`src/rtl/sfgen_arith_pkg.sv`:
```
// Shared constants and types for the SFGen 16-bit two's-complement arithmetic blocks.
package sfgen_arith_pkg;

   localparam int unsigned TC16_W   = 16;
   localparam logic [15:0] TC16_MIN = 16'h8000;

   typedef logic signed [15:0] tc16_t;

endpackage

```
`src/rtl/tc_neg_16.sv`:
```
// 16-bit two's-complement negation as invert-plus-one over an explicit ripple carry chain.
module tc_neg_16
   import sfgen_arith_pkg::*;
(
   input  logic [TC16_W-1:0] a,
   output logic [TC16_W-1:0] neg
);

   logic [TC16_W-1:0] inv;
   logic              carry;

   assign inv = ~a;

   // The +1 enters as carry-in at bit 0 and ripples while the inverted bits stay 1.
   always_comb begin
      neg   = '0;
      carry = 1'b1;
      for (int i = 0; i < int'(TC16_W); i++) begin
         neg[i] = inv[i] ^ carry;
         carry  = inv[i] & carry;
      end
   end

endmodule

```
`src/rtl/tc_abs16.sv`:
```
// Two's-complement absolute value: combinational |a| with overflow flag plus a one-cycle
// registered copy qualified by in_valid.
module tc_abs16
   import sfgen_arith_pkg::*;
#(
   parameter int unsigned WIDTH = TC16_W
) (
   input  logic             clk,
   input  logic             rst,
   input  logic [WIDTH-1:0] a,
   input  logic             in_valid,
   output logic [WIDTH-1:0] fs_0,
   output logic             ovf,
   output logic [WIDTH-1:0] fs_0_q,
   output logic             ovf_q,
   output logic             out_valid
);

   logic [WIDTH-1:0] neg;
   logic [WIDTH-1:0] fs_0_d;
   logic             ovf_d;

   tc_neg_16 u_neg (
      .a   (a),
      .neg (neg)
   );

   assign fs_0 = a[WIDTH-1] ? neg : a;
   // Only the most negative value has no positive counterpart; its negation wraps to itself.
   assign ovf  = (a == TC16_MIN);

   always_comb begin
      fs_0_d = fs_0_q;
      ovf_d  = ovf_q;
      if (in_valid) begin
         fs_0_d = fs_0;
         ovf_d  = ovf;
      end
   end

   always_ff @(posedge clk) begin
      if (rst) begin
         fs_0_q    <= '0;
         ovf_q     <= 1'b0;
         out_valid <= 1'b0;
      end else begin
         fs_0_q    <= fs_0_d;
         ovf_q     <= ovf_d;
         out_valid <= in_valid;
      end
   end

endmodule

```
`config.mk`:
```
export PLATFORM = sky130hd
export DESIGN_NAME = tc_abs16
export DESIGN_NICKNAME = d
export VERILOG_FILES = /design/src/rtl/sfgen_arith_pkg.sv /design/src/rtl/tc_neg_16.sv /design/src/rtl/tc_abs16.sv
export SDC_FILE = /design/constraint.sdc
export NUM_CORES = 1
export LEC_CHECK = 0
export CAP_MARGIN = 20
export CORE_AREA = 2 2 60 62
export CTS_CLUSTER_DIAMETER = 60
export DETAILED_ROUTE_END_ITERATION = 7
export DIE_AREA = 0 0 62 64
export PLACE_DENSITY = 0.74
export SYNTH_ARGS = -nofsm -noshare
export SYNTH_HDL_FRONTEND = slang
export SYNTH_SLANG_ARGS = --single-unit
```
`constraint.sdc`:
```
create_clock -name clk -period 3.9 [get_ports clk]
set_clock_uncertainty 0.2 [all_clocks]
set_input_delay 0.585 -clock clk [delete_from_list [all_inputs] [get_ports clk]]
set_output_delay 0.585 -clock clk [all_outputs]
set_load 0.05 [all_outputs]
```
# Yosys cells after proc, flatten, opt, wreduce, memory -nomap -nowiden
# Index checks and enable logic that the tools add are counted.
classes:
  muxes: 1
  eq_ne: 1
  bitwise_logic: 31
ops:
  columns: ["operator", "count"]
  rows:
  - ["== test 16 bit (second input constant)", 1]
  - ["two-way mux 16 bit", 1]
  - ["NOT 16 bit", 1]
  - ["bitwise XOR 1 bit", 15]
  - ["AND 1 bit", 14]
  - ["NOT 1 bit", 1]
word_totals:
  ff_bits: 18
  output_inout_bits: 35
  inputBits: 19
  wordCells: 36

# Depth between registers and ports, before layout
logic_depth:
  ltp_word: 17
  mapped_depth: 18
  depth_no_buf: 18

# Modules after synthesis
# A second synthesis with hierarchy kept.
hier_totals:
  cells_unflattened: 112
  area_unflattened_um2: 1137.3
by_module_without_submodules:
  columns: ["mod", "cells_per_inst", "area_per_inst_um2", "seq_area_each_um2", "instances"]
  rows:
  - ["tc_abs16", 81, 889.6, 360.3, 1]
  - ["tc_neg_16", 31, 247.7, 0.0, 1]

# Worst setup path before layout
# No wires, ideal clock.
synth_path:
  path_kind: "input to output"
  from: "input a[0]"
  to: "output fs_0[14]"
  path_slack_ns: -0.386
  required_ns: 3.115
  path_stages: 16
  t_arrival_ns: 3.501
  cell_sequence: "inv_1 -> ha_1 -> ha_1 -> ha_1 -> ha_1 -> ha_1 -> ha_1 -> ha_1 -> ha_1 -> ha_1 -> ha_1 -> ha_1 -> ha_1 -> ha_1 -> ha_1 -> mux2_2"
synth_between:
  elab_chain_cells: 16
synth_rtl:
  columns: ["item", "line_no", "source"]
  rows:
  - ["start: declaration", "tc_abs16.sv:10", "input logic [WIDTH-1:0] a,"]
  - ["NOT 16 bit", "tc_neg_16.sv:12", "assign inv = ~a;"]
  - ["AND 1 bit (13 in a row)", "tc_neg_16.sv:20", "carry = inv[i] & carry;"]
  - ["bitwise XOR 1 bit", "tc_neg_16.sv:19", "neg[i] = inv[i] ^ carry;"]
  - ["two-way mux 16 bit", "tc_abs16.sv:28", "assign fs_0 = a[WIDTH-1] ? neg : a;"]
  - ["end: declaration", "tc_abs16.sv:12", "output logic [WIDTH-1:0] fs_0,"]
# Every way passes these cells.

# Worst setup path in the final report
layout_path:
  from: "input a[1]"
  to: "output fs_0[14]"
# The elaborated chain is that of the path after synthesis.

==> results.cfg <==
[routing]
drtAntennaViolNets = 0
wire_per_inst_um = 13.3
drt_iter0_markers = 15
routed_via_density = 4.34
drtPass1Iterations = 4
route.vias.total = 973
drt-total-wl_mm = 2.99
drc_errors = 0

[clock_network]
insertion_delay_ps = 270
clockBufferDepth = 2
cts.clk_slew.worst_paths_ps = 90
cts_tree = done
htreeDepth = 1
root_buffer = clkbuf_4
cts_made_buffers = 3
clock-sinks = 18
holdBufCountCts = 0

[floorplan]
start_util_pct = 34.1
die_x_um = 62
core_um2 = 3280
core.rowCount = 21
die_area_um2 = 3970
die_h_um = 64
io_pins = 54

[layout]
final_cell_mix = 36 x clkdlybuf4s50_1, 28 x buf_4, 18 x dfxtp_1
antenna_cells = 0
final_common_cell = clkdlybuf4s50_1
drive_gt1_share_pct = 41.6
post-route-util_pct = 61.6
final_nets = 213
syn_to_final_growth_pct = 81.0
fill_cells = 268

[logic_synthesis]
synth_nets = 143
synth.avg_cell_area_um2 = 10.2
yosysSeqAreaShare_pct = 32.2
ys_types = 20
ys_ff_latch = 18
syn_area_um2 = 1120
ys.warnings.count = 0
syn_inst = 110

[timing]
slew_violations = 0
fin_ws_ps = -217
grt_setup_unrepaired = yes
worst_pin_slew_ps = 991
fin_crit_ps = 4120
post-route-period-util_pct = 106
hold_slack_ps = 298
finalSetupViolations = 3
max_freq_mhz = 243
hold_viol = 0
slew_headroom_pct = 33.7

[critical_path]
crit_path_frequent_cell = ha_4
worstRegToRegCells = 2
path_cells = buf_12 > inv_12 > ha_4 > ha_4 > ha_4 > ha_4 > ha_4 > ha_4 > ha_4 > ha_4 > ha_4 > ha_4 > ha_4 > ha_4 > ha_4 > ha_4 > mux2_4 > buf_8
slowest_delay_ps = 270
crit_path_end_kind = primary output
required_ps = 3120
critPathSlowestCell = mux2_4
cp_max_fo = 2
arrival_ps = 3330
cp-start-kind = primary input
reg2reg_slack_ps = 3000
crit_type = in2out

[grt]
grt-busiest-layer = met2
first_global_vias = 1035
grtUsageMet3_pct = 1.42
grt_max_degree = 20
grt_pass1_wl_mm = 4.78
grt_usage_pct = 16.2
grt_use_met1_pct = 20.0
grt_overflow = 0
grt_util_met2_pct = 27.5
antenna_found_initial = 0

[power_and_ir_drop]
peakVddDrop_mv = 0.155
p_leak_nw = 0.911
power_density_nw_per_um2 = 264

[job]
cap_violations = 0

[placement]
routabilityCongestion = 0.868
portBuffers = 53
dpl.hpwl_mm = 2.48
dp_slack_ps = -852

[run_status]
status = finished, violations left
violations = negative setup slack

[min_path]
min_path_cells = 2
hp-class = reg2reg
[per-stage QoR]
stage	setup TNS [ps]	instances	cell area, µm²	total power (W)
5_1_grt	-446	224	2020	0.000563
3_3_place_gp	-4550	217	1920	0.000444
2_1_floorplan	-45.0	110	1320	0.000358
3_5_place_dp	-4960	217	1920	0.000448
4_1_cts	-623	223	2010	0.000541
6_report	-315	224	2020	0.000534
[report_power, final]
part / switching (W) / total, W / internal [W]
sequential: 0.00000581 / 0.000201 / 0.000196
combinational: 0.000147 / 0.000250 / 0.000103
clock: 0.0000469 / 0.0000827 / 0.0000357
total: 0.000200 / 0.000534 / 0.000334
[registers in the layout, indices dropped and copies added, names as in the netlist]
signal     flops
ovf_q          1
out_valid      1
fs_0_q        16
[critical path: cells and delay by family]
kind       cells  cell delay, ps
mux            1             270
buf+inv        3             270
fa+ha+maj     14            2160
[synthesized netlist by cell type, drive strengths merged]
cell,instances,area (µm²)
dfxtp,18,360
a211oi,1,12.5
nor3,1,5.00
mux2,14,158
mux2i,16,160
clkbuf,1,3.75
nor2b,1,6.26
ha,14,175
nor4,1,6.26
buf,6,55.0
nor4b,2,32.5
nand4,1,12.5
inv,16,60.1
and2,1,7.51
nor2,17,63.8
[layout make-up]
| cell class | instances | area, µm² | area share, % |
|---|---|---|---|
| Clock buffer | 3 | 22.5 | 1.11 |
| Inverter | 16 | 77.6 | 3.83 |
| Multi-Input combinational cell | 69 | 827 | 40.9 |
| Sequential cell | 18 | 360 | 17.8 |
| Tap cell | 46 | 57.6 | 2.84 |
| Timing Repair Buffer | 72 | 679 | 33.6 |
[layer usage]
layer	wire [µm]	part of all wire [%]
met5	0	0
met4	49	1.6
met3	61	2.0
met2	1580	53
met1	1300	43
[final timing paths]
path,startpoint,endpoint
worst max-delay path,a[1],fs_0[14]
worst min-delay path,fs_0_q[15],fs_0_q[15]
worst max register to register,ovf_q,ovf_q
worst min register to register,fs_0_q[15],fs_0_q[15]
[cell families (layout without fill, tap and decap cells)]
group	Yosys count	in the layout	synth area share (%)
AND/OR/NAND/NOR	24	24	12.0
flip-flops	18	18	32.2
buffers and inverters	23	91	10.6
multiplexers	30	30	28.4
adder cells (fa/ha/maj)	14	14	15.7
AO/OA/AOI/OAI	1	1	1.12
[repair_timing]
item | in CTS | in global routing
endpoints found under the setup margin | 10 | 4
pin swaps | 14 | 1
gates cloned | 0 | 0
setup buffers | 3 | 2
gates resized for setup | 25 | 7
Power figures use the tool's default switching activity.
